File: config.mk
export PLATFORM = sky130hd
export DESIGN_NAME = ins_mem_loadable
export DESIGN_NICKNAME = d
export VERILOG_FILES = /design/src/rtl/ins_mem_loadable.sv
export SDC_FILE = /design/constraint.sdc
export NUM_CORES = 1
export LEC_CHECK = 0
export CAP_MARGIN = 5
export CORE_ASPECT_RATIO = 0.6
export CORE_MARGIN = 8
export CORE_UTILIZATION = 60
export DETAILED_ROUTE_END_ITERATION = 10
export PLACE_DENSITY = 0.79
export REMOVE_ABC_BUFFERS = 1
export SKIP_LAST_GASP = 1
export SYNTH_ARGS = -nofsm -noshare
export SYNTH_HDL_FRONTEND = slang
export SYNTH_SLANG_ARGS = --single-unit
File: constraint.sdc
create_clock -name clk -period 5.8 [get_ports clk]
set_clock_uncertainty 0.1 [all_clocks]
set_input_delay 1.16 -clock clk [delete_from_list [all_inputs] [get_ports clk]]
set_output_delay 1.16 -clock clk [all_outputs]
set_load 0.05 [all_outputs]
File: src/rtl/ins_mem_loadable.sv
// Loadable instruction memory: streaming valid/ready load port, registered
// one-cycle fetch with a valid strobe. Fetches are refused while loading.
module ins_mem_loadable #(
  parameter int INS_W = 9,
  parameter int ADDR_W = 4,
  parameter logic [INS_W-1:0] RESET_INS = '0
) (
  input  logic              clk,
  input  logic              rst,
  input  logic [ADDR_W-1:0] pc,
  input  logic              fetch,
  output logic [INS_W-1:0]  ins,
  output logic              ins_valid,
  input  logic              load_start,
  input  logic              load_valid,
  input  logic [INS_W-1:0]  load_data,
  output logic              load_ready,
  output logic              load_done,
  output logic              busy
);

  localparam int DEPTH = 1 << ADDR_W;

  typedef enum logic {IDLE, LOAD} state_t;

  state_t              state_reg;
  logic [ADDR_W-1:0]   wr_ptr_reg;
  logic [INS_W-1:0]    mem [DEPTH];
  logic                wr_en;

  // A restart pulse wins over any beat presented in the same cycle.
  assign wr_en = (state_reg == LOAD) && load_valid && !load_start;

  always_ff @(posedge clk) begin
    if (rst) begin
      for (int i = 0; i < DEPTH; i++) begin
        mem[i] <= RESET_INS;
      end
    end else if (wr_en) begin
      mem[wr_ptr_reg] <= load_data;
    end
  end

  always_ff @(posedge clk) begin
    if (rst) begin
      state_reg  <= IDLE;
      wr_ptr_reg <= '0;
      ins        <= RESET_INS;
      ins_valid  <= 1'b0;
      load_ready <= 1'b0;
      load_done  <= 1'b0;
      busy       <= 1'b0;
    end else begin
      ins_valid <= 1'b0;
      case (state_reg)
        IDLE: begin
          // The fetch reads the old contents even if a load starts now.
          if (fetch) begin
            ins       <= mem[pc];
            ins_valid <= 1'b1;
          end
          if (load_start) begin
            state_reg  <= LOAD;
            wr_ptr_reg <= '0;
            load_done  <= 1'b0;
            load_ready <= 1'b1;
            busy       <= 1'b1;
          end
        end
        LOAD: begin
          if (load_start) begin
            wr_ptr_reg <= '0;
          end else if (load_valid) begin
            wr_ptr_reg <= wr_ptr_reg + 1'b1;
            if (&wr_ptr_reg) begin
              state_reg  <= IDLE;
              load_done  <= 1'b1;
              load_ready <= 1'b0;
              busy       <= 1'b0;
            end
          end
        end
        default: state_reg <= IDLE;
      endcase
    end
  end

endmodule

==> flow_metrics.py <==
metrics = {
    "outcome": {
        "status": "complete, no violations",
    },
    "yosys": {
        "syn_area_per_cell_um2": 15.3,
        "synthTopCellsByArea": "edfxtp_1, and2_1, mux4_2",
        "ys_warn_count": 0,
        "yosysTopAreaCellShare": 0.590,
        "ys_ff_latch": 161,
        "yosysSeqAreaShare": 0.637,
        "synthCells": 480,
        "ys_types": 36,
        "synth_area_leader_cell": "edfxtp_1",
        "synth_area_um2": 7320,
    },
    "finish": {
        "largest_reg_flops": 144,
        "finalNetCount": 528,
        "fin_util": 0.694,
        "multiInputGateArea_um2": 2510,
        "diodes": 0,
        "drive_above_1_share": 0.166,
        "area_growth_pct": 13.5,
        "regArea_um2": 4660,
        "layout_common_cells": "and2_1, edfxtp_1, clkdlybuf4s50_1, mux4_2, mux2i_1",
        "nFillCells": 807,
    },
    "clocking": {
        "cts_tree": "yes",
        "cts_buffer_depth": 2,
        "cts_hold_buf": 0,
        "cts_htree_levels": 4,
        "clock_latency_ns": 0.44,
        "clkTransAtPathRegs_ns": 0.06,
        "numCtsBuffers": 17,
        "cts_root_buffer": "clkbuf_16",
        "clkSinkCount": 161,
        "cts-resized-gates": 0,
        "postCtsSetupBuffers": 0,
    },
    "timing": {
        "setup_ws_ns": 2.16,
        "tns_ns": 0,
        "rsz0062_at_grt": "false",
        "setup_violations": 0,
        "drv_slew": 0,
        "tightest_slew_ns": 0.962,
        "slew_headroom": 0.359,
        "period_needed_ns": 3.64,
        "fmax_mhz": 275,
        "fin_crit_sh": 0.628,
        "hold_viol": 0,
    },
    "global_route": {
        "busiest_layer": "met1",
        "grt_antenna_before_repair": 0,
        "grtUsageMet2": 0.304,
        "grt_first_pass_wirelength_mm": 25.8,
        "grt_max_degree": 39,
        "grt_use_met1": 0.335,
        "grt_overflow": 0,
        "grt_pass1_vias": 4114,
        "grt_usage": 0.229,
        "use_met3": 0.0831,
    },
    "setup_path": {
        "max_stage_delay_ns": 0.89,
        "path_class": "in2reg",
        "worstPathCellList": "clkdlybuf4s50_1, and4bb_2, nand2_1, nor2_1, or2_2",
        "crit_slowest_cell": "clkdlybuf4s50_1",
        "crit_path_end_kind": "flip-flop",
        "crit_fanout": 26,
        "cp-start-kind": "input port",
        "required_ns": 5.81,
        "cp_data_arrival_time_ns": 3.65,
    },
    "floorplanning": {
        "dieArea_um2": 16100,
        "initial_utilization": 0.611,
        "core.rowCount": 31,
        "die_w_um": 159,
        "die_y_um": 102,
        "core_area_um2": 12000,
        "ios": 31,
    },
    "job": {
        "drv_cap": 0,
    },
    "power_and_ir_drop": {
        "p_sw_frac": 0.221,
        "peakVddDrop_v": 0.000225,
        "clkPwrFrac": 0.439,
        "internal_power_uw": 2090,
        "power_uw": 2680,
        "p_switching_uw": 593,
        "combPwrFrac": 0.069,
        "leakage_uw": 0.00306,
        "pwr_density_cell_nw_per_um2": 322,
        "seq_power_share": 0.492,
    },
    "drt": {
        "drt_first_pass_iters": 5,
        "viasPerCell": 6.25,
        "drt_iter0_drc": 558,
        "num_vias": 4271,
        "route.detailed.wl_per_inst_um": 25.3,
        "ant_nets": 0,
        "wl_mm": 17.3,
        "drc": 0,
    },
    "placed_design": {
        "placement.io_buffers": 30,
        "gp_congestion": 0.861,
        "dpl.hpwl_mm": 11.5,
        "place_ws_ns": 1.76,
    },
    "hold_path": {
        "hp-class": "reg2reg",
    },
}
-- worst max-delay path, delay by kind of cell --
kind,cells,cell delay [ns]
and+or+nand+nor,4,1.58
buffers and inverters,1,0.89
-- power by group through the flow --
| stage | logic [µW] | clock network, µW | registers (µW) |
|---|---|---|---|
| global route | 192 | 1230 | 1320 |
| detailed placement | 182 | 0 | 1340 |
| finish | 184 | 1180 | 1320 |
| CTS | 183 | 1190 | 1320 |
| floorplan | 74.3 | 0 | 1350 |
| global placement | 179 | 0 | 1340 |
-- per-stage QoR --
step	std cells	area [µm²]	hold slack, ns
2_1_floorplan	455	7190	0.396
3_3_place_gp	652	7700	0.376
3_5_place_dp	652	7700	0.408
4_1_cts	683	8320	0.427
5_1_grt	683	8320	0.456
6_report	683	8320	0.429
-- logic make-up (layout without fill, tap and decap cells) --
logic type      after synthesis  in the layout  synth area share
buf+inv                      29             67            0.0207
flops                       161            161             0.637
simple gates                203            203             0.169
compound gates               26             26            0.0272
mux                          54             54             0.136
xor+xnor                      3              3           0.00359
fa+ha+maj                     4              4           0.00683
-- final cells by class --
| cell class | count | share of cell area |
|---|---|---|
| clock buffers | 18 | 0.0516 |
| multi-input cells | 290 | 0.302 |
| flip-flops and latches | 161 | 0.561 |
| clock inverters | 13 | 0.0224 |
| repair buffers | 32 | 0.0367 |
| well taps | 165 | 0.0248 |
| inverters | 4 | 0.00181 |
-- final timing paths --
path	end	depth (start not counted)	slack, ns	from
max reg2reg	mem[12][2]$_SDFFCE_PN0P_	3	3.50	wr_ptr_reg[2]$_SDFFE_PP0P_
min reg2reg	load_done$_SDFFE_PP0P_	2	0.43	load_done$_SDFFE_PP0P_
min	load_done$_SDFFE_PP0P_	2	0.43	load_done$_SDFFE_PP0P_
max	mem[13][1]$_SDFFCE_PN0P_	5	2.16	rst
-- routing by layer --
metal / vias to the layer above / routed length (µm)
met1: 2172 / 7550
met3: 29 / 2190
li1: 1820 / -
met2: 250 / 7190
met4: 0 / 362
met5: - / 0
-- cells in the mapped netlist --
master and n:
or2_2 16, nor2b_1 2, o2bb2a_1 8, a311oi_1 1
or4_1 1, nor3_1 5, mux2i_1 20, mux4_2 26
buf_2 7, clkbuf_4 1, xnor2_1 2, inv_1 4
o21ai_0 9, buf_6 3, a21oi_1 2, ha_1 4
buf_4 2, nor2_2 3, a22oi_1 2, clkbuf_1 12
nand3_1 2, nor3b_1 1, dfxtp_1 17, a2111oi_2 1
and4bb_2 1, a221o_1 1, xor2_1 1, nor2b_2 1
nand2b_1 3, mux4_1 8, and2_1 144, a211oi_1 2
edfxtp_1 144, nand2_1 8, nor2_1 12, nor3_2 4
Power figures use the tool's default switching activity.
